$ cat src/rtl/ram_port_ctrl_pkg.sv
// Shared configuration for the RAM port controller: default bus widths,
// response FIFO geometry and the occupancy test that gates new requests.
package ram_port_ctrl_pkg;

  localparam int DEF_ADDR_WIDTH = 14;
  localparam int DEF_DATA_WIDTH = 32;

  // Response FIFO depth; pointers are a single bit and wrap modulo 2.
  localparam int RSP_FIFO_DEPTH = 2;
  localparam int RSP_CNT_W      = $clog2(RSP_FIFO_DEPTH + 1);

  typedef logic [RSP_CNT_W-1:0] rsp_cnt_t;

  // True when a new read can be accepted without ever overflowing the FIFO:
  // queued entries plus the read still in the RAM, minus the entry leaving
  // this cycle, must leave at least one free slot.
  function automatic logic rsp_room(input rsp_cnt_t cnt, input logic inflight,
                                    input logic pop);
    logic [RSP_CNT_W:0] occ;
    occ = {1'b0, cnt} + {{RSP_CNT_W{1'b0}}, inflight}
        - {{RSP_CNT_W{1'b0}}, pop};
    return occ < (RSP_CNT_W + 1)'(RSP_FIFO_DEPTH);
  endfunction

endpackage

$ cat src/rtl/ram_port_ctrl_if.sv
// Request/response bus between a requester (master) and the RAM port
// controller (slave).
interface ram_port_ctrl_if
  import ram_port_ctrl_pkg::*;
#(
  parameter int ADDR_WIDTH = DEF_ADDR_WIDTH,
  parameter int DATA_WIDTH = DEF_DATA_WIDTH
);

  logic                    req_valid;
  logic                    req_ready;
  logic                    req_we;
  logic [ADDR_WIDTH-1:0]   req_addr;
  logic [DATA_WIDTH/8-1:0] req_be;
  logic [DATA_WIDTH-1:0]   req_wdata;
  logic                    rsp_valid;
  logic                    rsp_ready;
  logic [DATA_WIDTH-1:0]   rsp_rdata;

  modport master (
    output req_valid, req_we, req_addr, req_be, req_wdata, rsp_ready,
    input  req_ready, rsp_valid, rsp_rdata
  );

  modport slave (
    input  req_valid, req_we, req_addr, req_be, req_wdata, rsp_ready,
    output req_ready, rsp_valid, rsp_rdata
  );

endinterface

$ cat src/rtl/ram_port_rsp_fifo.sv
// Two-entry response FIFO. Control state is reset; the data storage is not,
// since an entry is never observed before it has been written.
module ram_port_rsp_fifo
  import ram_port_ctrl_pkg::*;
#(
  parameter int DATA_WIDTH = DEF_DATA_WIDTH
) (
  input  logic                  clk,
  input  logic                  reset_n,
  input  logic                  push,
  input  logic [DATA_WIDTH-1:0] push_data,
  input  logic                  pop,
  output rsp_cnt_t              count,
  output logic                  empty,
  output logic [DATA_WIDTH-1:0] head_data
);

  logic [DATA_WIDTH-1:0] mem [RSP_FIFO_DEPTH];
  logic                  wr_ptr;
  logic                  rd_ptr;

  assign empty     = (count == '0);
  assign head_data = mem[rd_ptr];

  // Pointer and occupancy tracking; 1-bit pointers wrap naturally modulo 2.
  always_ff @(posedge clk or negedge reset_n) begin
    if (!reset_n) begin
      wr_ptr <= 1'b0;
      rd_ptr <= 1'b0;
      count  <= '0;
    end else begin
      if (push) wr_ptr <= wr_ptr + 1'b1;
      if (pop)  rd_ptr <= rd_ptr + 1'b1;
      case ({push, pop})
        2'b10:   count <= count + 1'b1;
        2'b01:   count <= count - 1'b1;
        default: count <= count;
      endcase
    end
  end

  // Entry storage, written at the tail on push.
  always_ff @(posedge clk) begin
    if (push) mem[wr_ptr] <= push_data;
  end

endmodule

$ cat src/rtl/ram_port_ctrl.sv
// Single-port RAM front end: passes address/data straight to the RAM,
// strobes byte writes on accept, and returns read data through a small
// in-order response FIFO with a fixed two-cycle latency when idle.
module ram_port_ctrl
  import ram_port_ctrl_pkg::*;
#(
  parameter int ADDR_WIDTH = DEF_ADDR_WIDTH,
  parameter int DATA_WIDTH = DEF_DATA_WIDTH
) (
  input  logic                    clk,
  input  logic                    reset_n,
  ram_port_ctrl_if.slave          bus,
  output logic [ADDR_WIDTH-1:0]   ram_addr,
  output logic [DATA_WIDTH-1:0]   ram_din,
  output logic [DATA_WIDTH/8-1:0] ram_write_en,
  input  logic [DATA_WIDTH-1:0]   ram_dout
);

  logic                  rd_inflight;
  logic                  accept;
  logic                  rd_accept;
  logic                  pop;
  logic                  fifo_empty;
  rsp_cnt_t              fifo_count;
  logic [DATA_WIDTH-1:0] fifo_head;

  assign ram_addr = bus.req_addr;
  assign ram_din  = bus.req_wdata;

  assign pop = ~fifo_empty & bus.rsp_ready;

  // Reads and writes share one ready so requests never overtake each other.
  // Nothing is accepted while reset is held, which keeps the write strobes low.
  assign bus.req_ready = reset_n & rsp_room(fifo_count, rd_inflight, pop);

  assign accept    = bus.req_valid & bus.req_ready;
  assign rd_accept = accept & ~bus.req_we;

  assign ram_write_en = (accept & bus.req_we) ? bus.req_be : '0;

  assign bus.rsp_valid = ~fifo_empty;
  assign bus.rsp_rdata = fifo_head;

  // A read accepted this cycle has its RAM data valid next cycle.
  always_ff @(posedge clk or negedge reset_n) begin
    if (!reset_n) begin
      rd_inflight <= 1'b0;
    end else begin
      rd_inflight <= rd_accept;
    end
  end

  ram_port_rsp_fifo #(
    .DATA_WIDTH (DATA_WIDTH)
  ) u_rsp_fifo (
    .clk       (clk),
    .reset_n   (reset_n),
    .push      (rd_inflight),
    .push_data (ram_dout),
    .pop       (pop),
    .count     (fifo_count),
    .empty     (fifo_empty),
    .head_data (fifo_head)
  );

endmodule

$ cat src/flat_wrapper.sv
// flat-port wrapper written by rule: the top's interface ports become plain ports
module ram_port_ctrl_flat import ram_port_ctrl_pkg::*;
#(
  parameter int ADDR_WIDTH = DEF_ADDR_WIDTH,
  parameter int DATA_WIDTH = DEF_DATA_WIDTH
)
  (clk, reset_n, ram_addr, ram_din, ram_write_en, ram_dout, bus_req_valid, bus_req_we, bus_req_addr, bus_req_be, bus_req_wdata, bus_rsp_ready, bus_req_ready, bus_rsp_valid, bus_rsp_rdata);
  ram_port_ctrl_if #(.ADDR_WIDTH(ADDR_WIDTH), .DATA_WIDTH(DATA_WIDTH)) bus_i ();
  input  logic clk;
  input  logic reset_n;
  output logic [ADDR_WIDTH-1:0] ram_addr;
  output logic [DATA_WIDTH-1:0] ram_din;
  output logic [DATA_WIDTH/8-1:0] ram_write_en;
  input  logic [DATA_WIDTH-1:0] ram_dout;
  input wire logic [$bits(bus_i.req_valid)-1:0] bus_req_valid;
  input wire logic [$bits(bus_i.req_we)-1:0] bus_req_we;
  input wire logic [$bits(bus_i.req_addr)-1:0] bus_req_addr;
  input wire logic [$bits(bus_i.req_be)-1:0] bus_req_be;
  input wire logic [$bits(bus_i.req_wdata)-1:0] bus_req_wdata;
  input wire logic [$bits(bus_i.rsp_ready)-1:0] bus_rsp_ready;
  output wire logic [$bits(bus_i.req_ready)-1:0] bus_req_ready;
  output wire logic [$bits(bus_i.rsp_valid)-1:0] bus_rsp_valid;
  output wire logic [$bits(bus_i.rsp_rdata)-1:0] bus_rsp_rdata;
  assign bus_i.req_valid = bus_req_valid;
  assign bus_i.req_we = bus_req_we;
  assign bus_i.req_addr = bus_req_addr;
  assign bus_i.req_be = bus_req_be;
  assign bus_i.req_wdata = bus_req_wdata;
  assign bus_i.rsp_ready = bus_rsp_ready;
  assign bus_req_ready = bus_i.req_ready;
  assign bus_rsp_valid = bus_i.rsp_valid;
  assign bus_rsp_rdata = bus_i.rsp_rdata;
  ram_port_ctrl #(.ADDR_WIDTH(ADDR_WIDTH), .DATA_WIDTH(DATA_WIDTH)) u_core (.clk(clk), .reset_n(reset_n), .bus(bus_i), .ram_addr(ram_addr), .ram_din(ram_din), .ram_write_en(ram_write_en), .ram_dout(ram_dout));
endmodule
$ cat config.mk
export PLATFORM = sky130hd
export DESIGN_NAME = ram_port_ctrl_flat
export DESIGN_NICKNAME = d
export VERILOG_FILES = /design/src/rtl/ram_port_ctrl_pkg.sv /design/src/rtl/ram_port_ctrl_if.sv /design/src/rtl/ram_port_rsp_fifo.sv /design/src/rtl/ram_port_ctrl.sv /design/src/flat_wrapper.sv
export SDC_FILE = /design/constraint.sdc
export NUM_CORES = 1
export LEC_CHECK = 0
export ABC_CLOCK_PERIOD_IN_PS = 5000
export BUFFER_PORTS_ARGS = -buffer_cell sky130_fd_sc_hd__buf_4
export CAP_MARGIN = 30
export CORE_UTILIZATION = 45
export DETAILED_ROUTE_END_ITERATION = 10
export PLACE_DENSITY_LB_ADDON = 0.08
export SLEW_MARGIN = 0
export SYNTH_ARGS = -nofsm -noshare
export SYNTH_HDL_FRONTEND = slang
export SYNTH_SLANG_ARGS = --single-unit
$ cat constraint.sdc
create_clock -name clk -period 5 [get_ports clk]
set_input_delay 1 -clock clk [delete_from_list [all_inputs] [get_ports clk]]
set_output_delay 1 -clock clk [all_outputs]
set_load 0.05 [all_outputs]
* After elaboration in Yosys (flattened, before gate mapping)
Memory sizes are Yosys's and may differ from the RTL's. Cells that the tools add are included. Widths: inputs -> output; s select.
Storage, ports and cells: register bits 5, latch bits 0, RAM bits 64, bits in read-only memories 0, input bits 87, memories 1
Operators by class: $add $sub $neg 6, multiply operators 0, divide/modulo/power cells 0, order comparisons 1, eq/ne operators 2, shift-type cells 0, multiplexer cells 4, bitwise logic cells 7, reduce and logical (&&, ||, !) cells 2
Memories:
- u_core.u_rsp_fifo.mem | words 2, bits a word 32, read ports 1, clocked after Yosys merged registers in 0, write ports 1, line ram_port_rsp_fifo.sv:18 | logic [DATA_WIDTH-1:0] mem [RSP_FIFO_DEPTH];
Operators by type and width (count):
- $and 1x1->1 | 5
- $mux 4 | 1
- $pmux 2 s2 | 1
- $add 2x1->3 | 1
- $lt 3x2->1 const B | 1
- $sub 3x1->3 | 1
- $add 1x1->1 const B | 2
- $add 2x1->2 const B | 1
- $eq 2x1->1 const B | 1
- $eq 2x2->1 const B | 1
- $logic_not 2->1 | 1
- $mux 1 | 2
- $not 1->1 | 2
- $reduce_bool 2->1 | 1
- $sub 2x1->2 const B | 1

* Depth between registers and ports, before layout
Gate-level depths: netlist of run 1.
depth in word-level cells 9, depth in mapped cells 6

* By module
Synthesis of run 1 repeated with hierarchy kept, for this count alone.
Unflattened totals: cells, all modules 180, area, all modules 3141.8 um2
By module, submodules not included:
- ram_port_rsp_fifo | times used 1, cells an instance 115, area an instance 2640.0 um2, seq. area each 2021.9 um2
- ram_port_ctrl | times used 1, cells an instance 65, area an instance 501.7 um2, seq. area each 25.0 um2

* Least setup slack after synthesis of run 1
Ideal clock, no wire load.
path kind input to output, start in bus_rsp_ready, end out ram_write_en[0], data arrival time 3429 ps, data required time 4000 ps, setup slack 571 ps, stages 6, cells stage by stage o21a_1 -> ha_1 -> nand2b_1 -> fa_1 -> nand4_1 -> nor3b_1
Between the ends: longest elaborated chain between the ends 7
RTL lines:
- start, declared | line flat_wrapper.sv:20 | input wire logic [$bits(bus_i.rsp_ready)-1:0] bus_rsp_ready;
- $and 1x1->1 | line ram_port_ctrl.sv:30 | assign pop = ~fifo_empty & bus.rsp_ready;
- $sub 3x1->3 | line ram_port_ctrl_pkg.sv:21 | - {{RSP_CNT_W{1'b0}}, pop};
- $lt 3x2->1 | line ram_port_ctrl_pkg.sv:22 | return occ < (RSP_CNT_W + 1)'(RSP_FIFO_DEPTH);
- $and 1x1->1 | line ram_port_ctrl.sv:34 | assign bus.req_ready = reset_n & rsp_room(fifo_count, rd_inflight, pop);
- $and 1x1->1 | line ram_port_ctrl.sv:36 | assign accept = bus.req_valid & bus.req_ready;
- $and 1x1->1 | line ram_port_ctrl.sv:39 | assign ram_write_en = (accept & bus.req_we) ? bus.req_be : '0;
- $mux 4 | line ram_port_ctrl.sv:39
- end, declared | line flat_wrapper.sv:13 | output logic [DATA_WIDTH/8-1:0] ram_write_en;
Every way passes these cells.

* Final worst setup path of run 1
start in bus_rsp_ready, end out ram_write_en[1]
Between the ends: longest elaborated chain between the ends 7
RTL lines:
- $and 1x1->1 | line ram_port_ctrl.sv:30
- named net u_core.pop | line ram_port_ctrl.sv:22 | logic pop;
- $sub 3x1->3 | line ram_port_ctrl_pkg.sv:21
- $lt 3x2->1 | line ram_port_ctrl_pkg.sv:22
- $and 1x1->1 | line ram_port_ctrl.sv:34
- $and 1x1->1 | line ram_port_ctrl.sv:36
- $and 1x1->1 | line ram_port_ctrl.sv:39
- $mux 4 | line ram_port_ctrl.sv:39
The timed path passes the listed nets, and every way through them passes these cells.

==> results of run 1 <==
==> report_power, final <==
part           switching [mW]  internal [mW]
sequential             0.0581          0.691
clock                   0.181          0.174
combinational           0.535          0.353
total                   0.775           1.22
==> metrics by stage <==
| step | instances | utilization | hold slack [ps] | setup slack [ps] |
|---|---|---|---|---|
| 2_1_floorplan | 177 | - | 454 | 571 |
| 3_3_place_gp | 286 | 0.507 | 465 | 1140 |
| 3_5_place_dp | 286 | 0.507 | 485 | 965 |
| 4_1_cts | 301 | 0.529 | 461 | 967 |
| 5_1_grt | 302 | 0.532 | 456 | 884 |
| 6_report | 302 | 0.532 | 476 | 939 |
==> layout make-up <==
class | count | share of cell area
Sequential cell | 69 | 0.570
Multi-Input combinational cell | 55 | 0.187
Timing Repair Buffer | 80 | 0.171
Clock buffer | 12 | 0.0376
Tap cell | 80 | 0.0279
Clock inverter | 3 | 0.00383
Inverter | 3 | 0.00313
==> cell usage in the layout, fill, tap and decap left out, types with 2 or more instances in the layout <==
cell,instances
clkbuf_1,3
ha_1,2
buf_4,79
clkinv_2,2
xnor2_1,2
edfxtp_1,64
mux2_4,29
nand2_1,2
nor3b_1,4
xor2_1,2
mux2_2,3
clkbuf_8,9
inv_1,3
dfrtp_1,4
==> synthesized netlist by cell type (all sizes together) <==
| cell | n | share of area |
|---|---|---|
| nor3b | 4 | 0.0096 |
| fa | 1 | 0.0064 |
| nand2 | 2 | 0.0024 |
| nand4 | 1 | 0.0020 |
| o21ai | 1 | 0.0016 |
| xor2 | 3 | 0.011 |
| buf | 50 | 0.13 |
| ha | 2 | 0.0080 |
| xnor2 | 2 | 0.0056 |
| nand2b | 1 | 0.0020 |
| o21a | 1 | 0.0024 |
| nor2 | 2 | 0.0024 |
| or2 | 1 | 0.0020 |
| dfrtp | 5 | 0.040 |
| and2 | 1 | 0.0020 |
| mux2 | 32 | 0.15 |
| edfxtp | 64 | 0.61 |
| nor4b | 1 | 0.0048 |
| inv | 3 | 0.0036 |
==> cell families (layout without fill, tap and decap cells) <==
group | Yosys count | in the layout
adder cells (fa/ha/maj) | 3 | 3
flip-flops | 69 | 69
AO/OA/AOI/OAI | 2 | 2
multiplexers | 32 | 32
buffers and inverters | 53 | 98
AND/OR/NAND/NOR | 13 | 13
XOR/XNOR | 5 | 5
==> flip-flops by register name (all words and copies together) (netlist names) <==
| register | cells |
|---|---|
| u_core.rd_inflight | 1 |
| u_core.u_rsp_fifo.count | 2 |
| u_core.u_rsp_fifo.mem | 64 |
| u_core.u_rsp_fifo.rd_ptr | 1 |
| u_core.u_rsp_fifo.wr_ptr | 1 |
==> layer usage <==
| metal | share of wire | vias to the layer above |
|---|---|---|
| met1 | 0.31 | 700 |
| met4 | 0.030 | 0 |
| li1 | - | 672 |
| met2 | 0.58 | 69 |
| met5 | 0 | - |
| met3 | 0.085 | 31 |
==> final timing paths <==
path,to,from,depth (start not counted)
min in group clk,u_core.u_rsp_fifo.wr_ptr$_DFFE_PN0P_,u_core.rd_inflight$_DFF_PN0_,1
worst max register to register,u_core.rd_inflight$_DFF_PN0_,u_core.u_rsp_fifo.count[1]$_DFFE_PN0N_,6
worst max-delay path,ram_write_en[1],bus_rsp_ready,8
max in group asynchronous,u_core.u_rsp_fifo.rd_ptr$_DFFE_PN0P_,reset_n,1
worst min-delay path,u_core.u_rsp_fifo.rd_ptr$_DFFE_PN0P_,reset_n,1
worst min register to register,u_core.u_rsp_fifo.wr_ptr$_DFFE_PN0P_,u_core.rd_inflight$_DFF_PN0_,1
==> worst max-delay path, cell delays in order <==
cell and delay [ps]:
buf_4 110, o21a_1 130, ha_1 360, nand2b_1 180, fa_1 530, nand4_1 190
nor3b_1 300, buf_4 260
==> results.json, run 1 <==
{
  "numCtsBuffers": 9,
  "routed_wl_mm": 6.00,
  "flow.area_growth_from_synthesis_pct": 14.5,
  "routed-via-count": 1472,
  "yosys.area_share.xor_xnor": 0.0163,
  "grt_max_degree": 34,
  "yosys-mux-area-fraction": 0.150,
  "worst_setup_path_start_kind": "primary input",
  "min_path_type": "primary input to asynchronous set/reset pin",
  "post_synth_and_or_nand_nor_area_fraction": 0.0271,
  "seq_area_mm2": 0.00205,
  "cts_htree_levels": 3,
  "setup_tns_ps": 0,
  "post-cts-setup-buffer-count": 0,
  "ys_warn_count": 0,
  "gr-usage-met2": 0.324,
  "run_status": "finished clean",
  "synth_top_family_by_area": "multiplexers",
  "route.antenna.remaining_nets": 0,
  "worst_slew_pin_slew_ps": 940,
  "finalNetCount": 308,
  "path_max_fanout": 4,
  "path_clk_slew_ps": 60,
  "slew-limit-headroom": 0.372,
  "power_density_mw_per_mm2": 555,
  "use_met3": 0.0626,
  "post_route_clock_period_utilization": 0.812,
  "synth_seq_cells": 69,
  "power.total_mw": 1.99,
  "synth_area_in_compound_gates": 0.00399,
  "fin_worst_skew_ps": 6.37,
  "gp_routability_congestion": 0.721,
  "synth_sequential_area_ratio": 0.652,
  "antenna_diode_instance_count": 0,
  "globalRoute.totalOverflow": 0,
  "holdBufCountCts": 0,
  "final_routed_drc_violation_total": 0,
  "multi_input_area_um2": 671,
  "floorplan.initialDensity": 0.464,
  "tritoncts_num_sinks": 69,
  "crit_required_ps": 4000,
  "number_of_cell_rows": 30,
  "syn_area_mm2": 0.00314,
  "syn-instance-count": 177,
  "post_route_cells_drive_above_1_share": 0.577,
  "setup_viol": 0,
  "vdd_drop_max_v": 0.000387,
  "root_buffer": "clkbuf_8",
  "drt_first_iter_violations": 87,
  "grt_pass1_wl_mm": 8.90,
  "cts_max_path_buffers": 2,
  "postSynthAreaPerCell_um2": 17.7,
  "floorplan.die.width_um": 85.5,
  "finalMaxSlewViolations": 0,
  "hold_viol": 0,
  "detailed_route_wire_length_per_cell_um": 19.9,
  "clk-insertion-delay-late_ps": 330,
  "r2r_slack_ps": 2740,
  "drt-vias-per-instance": 4.87,
  "number_of_antenna_violations_at_the_first_check_in_global_routing": 0,
  "busiest_layer": "met2",
  "cts_tree": "yes",
  "die_height_um": 85.5,
  "maxCapViolCount": 0,
  "crit_type": "primary input to output port",
  "stdcell_area_mm2": 0.00359,
  "rsz0062_at_grt": "false",
  "element_type_at_the_critical_path_end": "output port",
  "dieArea_mm2": 0.00731,
  "port-buffer-count": 78,
  "signal_arrival_time_at_the_worst_endpoint_ps": 3060,
  "pin_count": 171,
  "leakagePower_nw": 1.43,
  "fmax_mhz": 246,
  "placeableCoreArea_mm2": 0.00676,
  "post_cts_resized": 0,
  "postPlaceCellArea_mm2": 0.00342,
  "post-route-min-period_ps": 4060,
  "netlist-cell-type-count": 23,
  "use_met1": 0.154,
  "synth.net_count": 267,
  "detailedRoute.firstPassIterationCount": 6,
  "first_global_vias": 1658,
  "num-fill-cells": 572,
  "adder_and_majority_gate_portion_of_the_synthesized_area": 0.0144,
  "dp.final_hpwl_mm": 4.44,
  "grt_use_total": 0.172
}
No activity file was read; power rests on OpenSTA's default activity.
==> run 2: changes to the inputs <==
--- a/config.mk
+++ b/config.mk
@@ -5,10 +5,11 @@
 export SDC_FILE = /design/constraint.sdc
 export NUM_CORES = 1
 export LEC_CHECK = 0
-export ABC_CLOCK_PERIOD_IN_PS = 5000
+export ABC_AREA = 1
+export ABC_CLOCK_PERIOD_IN_PS = 3460
 export BUFFER_PORTS_ARGS = -buffer_cell sky130_fd_sc_hd__buf_4
 export CAP_MARGIN = 30
-export CORE_UTILIZATION = 45
+export CORE_UTILIZATION = 40
 export DETAILED_ROUTE_END_ITERATION = 10
 export PLACE_DENSITY_LB_ADDON = 0.08
 export SLEW_MARGIN = 0
==> constraint.sdc (replaced) <==
create_clock -name clk -period 3.46 [get_ports clk]
set_input_delay 0.692 -clock clk [delete_from_list [all_inputs] [get_ports clk]]
set_output_delay 0.692 -clock clk [all_outputs]
set_load 0.05 [all_outputs]
==> results.json, run 2 <==
{
  "run_status": "finished clean",
  "route.antenna.remaining_nets": 0,
  "p_int_mw": 1.70,
  "grt_max_degree": 34,
  "most_common_cell_after_layout_fill_and_taps_aside": "nand2_1",
  "r2r-start": "u_core.u_rsp_fifo.count[1]$_DFFE_PN0N_",
  "routed-via-count": 1754,
  "ys_warn_count": 0,
  "drt-vias-per-instance": 4.35,
  "leakagePower_nw": 1.57,
  "syn_area_mm2": 0.00303,
  "cts_tree": "yes",
  "power.share.sequential": 0.331,
  "tritoncts_num_sinks": 69,
  "crit_slowest_cell": "fa_1",
  "placeableCoreArea_mm2": 0.00729,
  "drt_first_iter_violations": 71,
  "post-route-min-period_ps": 3340,
  "worst_setup_path_start_kind": "flop",
  "holdBufCountCts": 0,
  "syn-instance-count": 255,
  "die_height_um": 89.0,
  "post-place-cells": 382,
  "power.share.clock": 0.175,
  "fin_worst_skew_ps": 7.00,
  "finalMaxSlewViolations": 0,
  "synth.most_common_cell": "nand2_1",
  "layoutNonFillerInstCount": 403,
  "num-fill-cells": 655,
  "element_type_at_the_critical_path_end": "output port",
  "antenna_diode_instance_count": 0,
  "floorplan.initialDensity": 0.415,
  "postSynthAreaPerCell_um2": 11.9,
  "globalRoute.totalOverflow": 0,
  "crit-reg2reg-capture": "u_core.rd_inflight$_DFF_PN0_",
  "layout.core_utilization": 0.500,
  "grt_use_total": 0.140,
  "grt_pass1_wl_mm": 7.71,
  "port-buffer-count": 78,
  "r2r_slack_ps": 1350,
  "crit_type": "flop to output port",
  "vdd_drop_max_v": 0.000487,
  "power_switching_mw": 1.40,
  "hold_viol": 0,
  "power_switching_share": 0.451,
  "post_route_cells_drive_above_1_share": 0.372,
  "postPlaceCellArea_mm2": 0.00339,
  "synth_seq_cells": 69,
  "synth_top_flop_cell": "edfxtp_1",
  "fmax_mhz": 300,
  "register_ranked_first_by_flip_flop_count": "u_core.u_rsp_fifo.mem",
  "crit_path_cell_trace": "inv_2 -> nand2_1 -> nand2_2 -> inv_1 -> ha_4 -> inv_2 -> nand2_1 -> fa_1 -> nand2_2 -> a21oi_4 -> nand4_4 -> nor2_2 -> buf_6",
  "cts_htree_levels": 3,
  "synth-edff-count": 64,
  "yosysTopAreaCell": "edfxtp_1",
  "signal_arrival_time_at_the_worst_endpoint_ps": 2640,
  "final_routed_drc_violation_total": 0,
  "crit_required_ps": 2770,
  "setup_viol": 0,
  "postSynth.asyncResetShare": 0.0725,
  "floorplan.die.width_um": 89.0,
  "yosys.area.top_type_share": 0.635,
  "flow.area_growth_from_synthesis_pct": 20.6,
  "min_path_type": "primary input to asynchronous set/reset pin",
  "path_clk_slew_ps": 60,
  "synth.top_cells.by_area": "edfxtp_1 64%, nand2_1 13%, buf_4 11%",
  "root_buffer": "clkbuf_8",
  "first_global_vias": 1613,
  "gp_routability_congestion": 0.684,
  "stdcell_area_mm2": 0.00365,
  "post_route_clock_period_utilization": 0.964,
  "power_density_mw_per_mm2": 850,
  "pin_count": 171,
  "finalNetCount": 389,
  "dp.final_hpwl_mm": 3.35,
  "synth.cells.most_frequent": "102 x nand2_1, 64 x edfxtp_1, 46 x buf_4",
  "number_of_cell_rows": 31,
  "slew-limit-headroom": 0.555,
  "numCtsBuffers": 9,
  "worst_slew_pin_slew_ps": 666,
  "dieArea_mm2": 0.00792,
  "path_max_fanout": 4,
  "reg.largest.list": "u_core.u_rsp_fifo.mem (64), u_core.u_rsp_fifo.count (2)",
  "detailedRoute.firstPassIterationCount": 4,
  "netlist-cell-type-count": 18,
  "critical-path-max-stage-delay_ps": 500,
  "synth.net_count": 345,
  "setup_tns_ps": 0,
  "flip_flop_count_of_the_largest_register_after_layout": 64,
  "synth_sequential_area_ratio": 0.677,
  "cts_max_path_buffers": 2,
  "clk-insertion-delay-late_ps": 340,
  "detailed_route_wire_length_per_cell_um": 13.2,
  "routed_wl_mm": 5.34,
  "maxCapViolCount": 0,
  "reg2reg_depth": 13,
  "mostFrequentLayoutCells": "100 x nand2_1, 81 x buf_4, 64 x edfxtp_1",
  "power_frac_comb": 0.495,
  "number_of_antenna_violations_at_the_first_check_in_global_routing": 0
}
==> run 2: cell types whose count changed after synthesis, sizes merged, moves of 2 or more <==
cell / delta
nand2: +100
mux2: -32
inv: +10
nor2: +4
nor3b: -4
buf: +3
nand3: +2
==> run 2: worst max path at each step <==
stage,depth (start not counted),start,to,slack (ps)
final,13,u_core.u_rsp_fifo.count[1]$_DFFE_PN0N_,ram_write_en[2],120
after global routing,13,u_core.u_rsp_fifo.count[1]$_DFFE_PN0N_,ram_write_en[2],-30
after CTS,13,u_core.u_rsp_fifo.count[1]$_DFFE_PN0N_,ram_write_en[3],20
after detailed placement,12,bus_rsp_ready,ram_write_en[3],200
after global placement,12,bus_rsp_ready,ram_write_en[3],230
after floorplan,12,u_core.u_rsp_fifo.count[1]$_DFFE_PN0N_,ram_write_en[0],-210
==> run 2: worst max-delay path: cells and delay by family, from the launching register on <==
kind	cells	cell delay (ps)
fa+ha+maj	2	740
simple gates	6	650
flops	1	400
compound gates	1	140
buf+inv	4	370
==> run 2: timing repair <==
action / in CTS / in global routing
resized for setup: 0 / 16
setup endpoints to repair: 0 / 5
buffers inserted: 0 / 5
==> run 2: routing by layer <==
layer	part of all wire	global-route usage	vias to the layer above
met5	0	0	-
met4	0.025	0.104	0
met3	0.067	0.0480	18
met2	0.51	0.235	65
met1	0.40	0.147	803
li1	-	-	868
==> run 2: final cells by class <==
class                           count  area, µm²  area share
Sequential cell                    69       2050       0.561
Timing Repair Buffer               86        681       0.187
Multi-Input combinational cell    120        589       0.162
Clock buffer                       11        131      0.0360
Tap cell                           99        124      0.0340
Inverter                           13       48.8      0.0134
Clock inverter                      5       27.5     0.00754
==> run 2: cell families (layout without fill, tap and decap cells) <==
group / after synthesis / in the layout / share of synthesized area
AND/OR/NAND/NOR: 112 / 112 / 0.144
XOR/XNOR: 3 / 3 / 0.00869
buffers and inverters: 66 / 115 / 0.148
AO/OA/AOI/OAI: 2 / 2 / 0.00827
adder cells (fa/ha/maj): 3 / 3 / 0.0149
flip-flops: 69 / 69 / 0.677
==> run 2: stage by stage <==
stage | hold slack, ps | power (mW) | setup slack (ps)
2_1_floorplan | 396 | 2.25 | -212
3_3_place_gp | 470 | 2.51 | 225
3_5_place_dp | 486 | 2.52 | 198
4_1_cts | 138 | 3.06 | 17.3
5_1_grt | 141 | 3.27 | -30.7
6_report | 158 | 3.10 | 124
==> run 2: power groups by stage <==
stage	Clock, mW	Sequential, mW	Combinational, mW
after CTS	0.558	1.03	1.47
final	0.541	1.02	1.53
after detailed placement	0	1.05	1.47
after floorplan	0	1.04	1.21
after global placement	0	1.05	1.46
after global routing	0.592	1.03	1.65
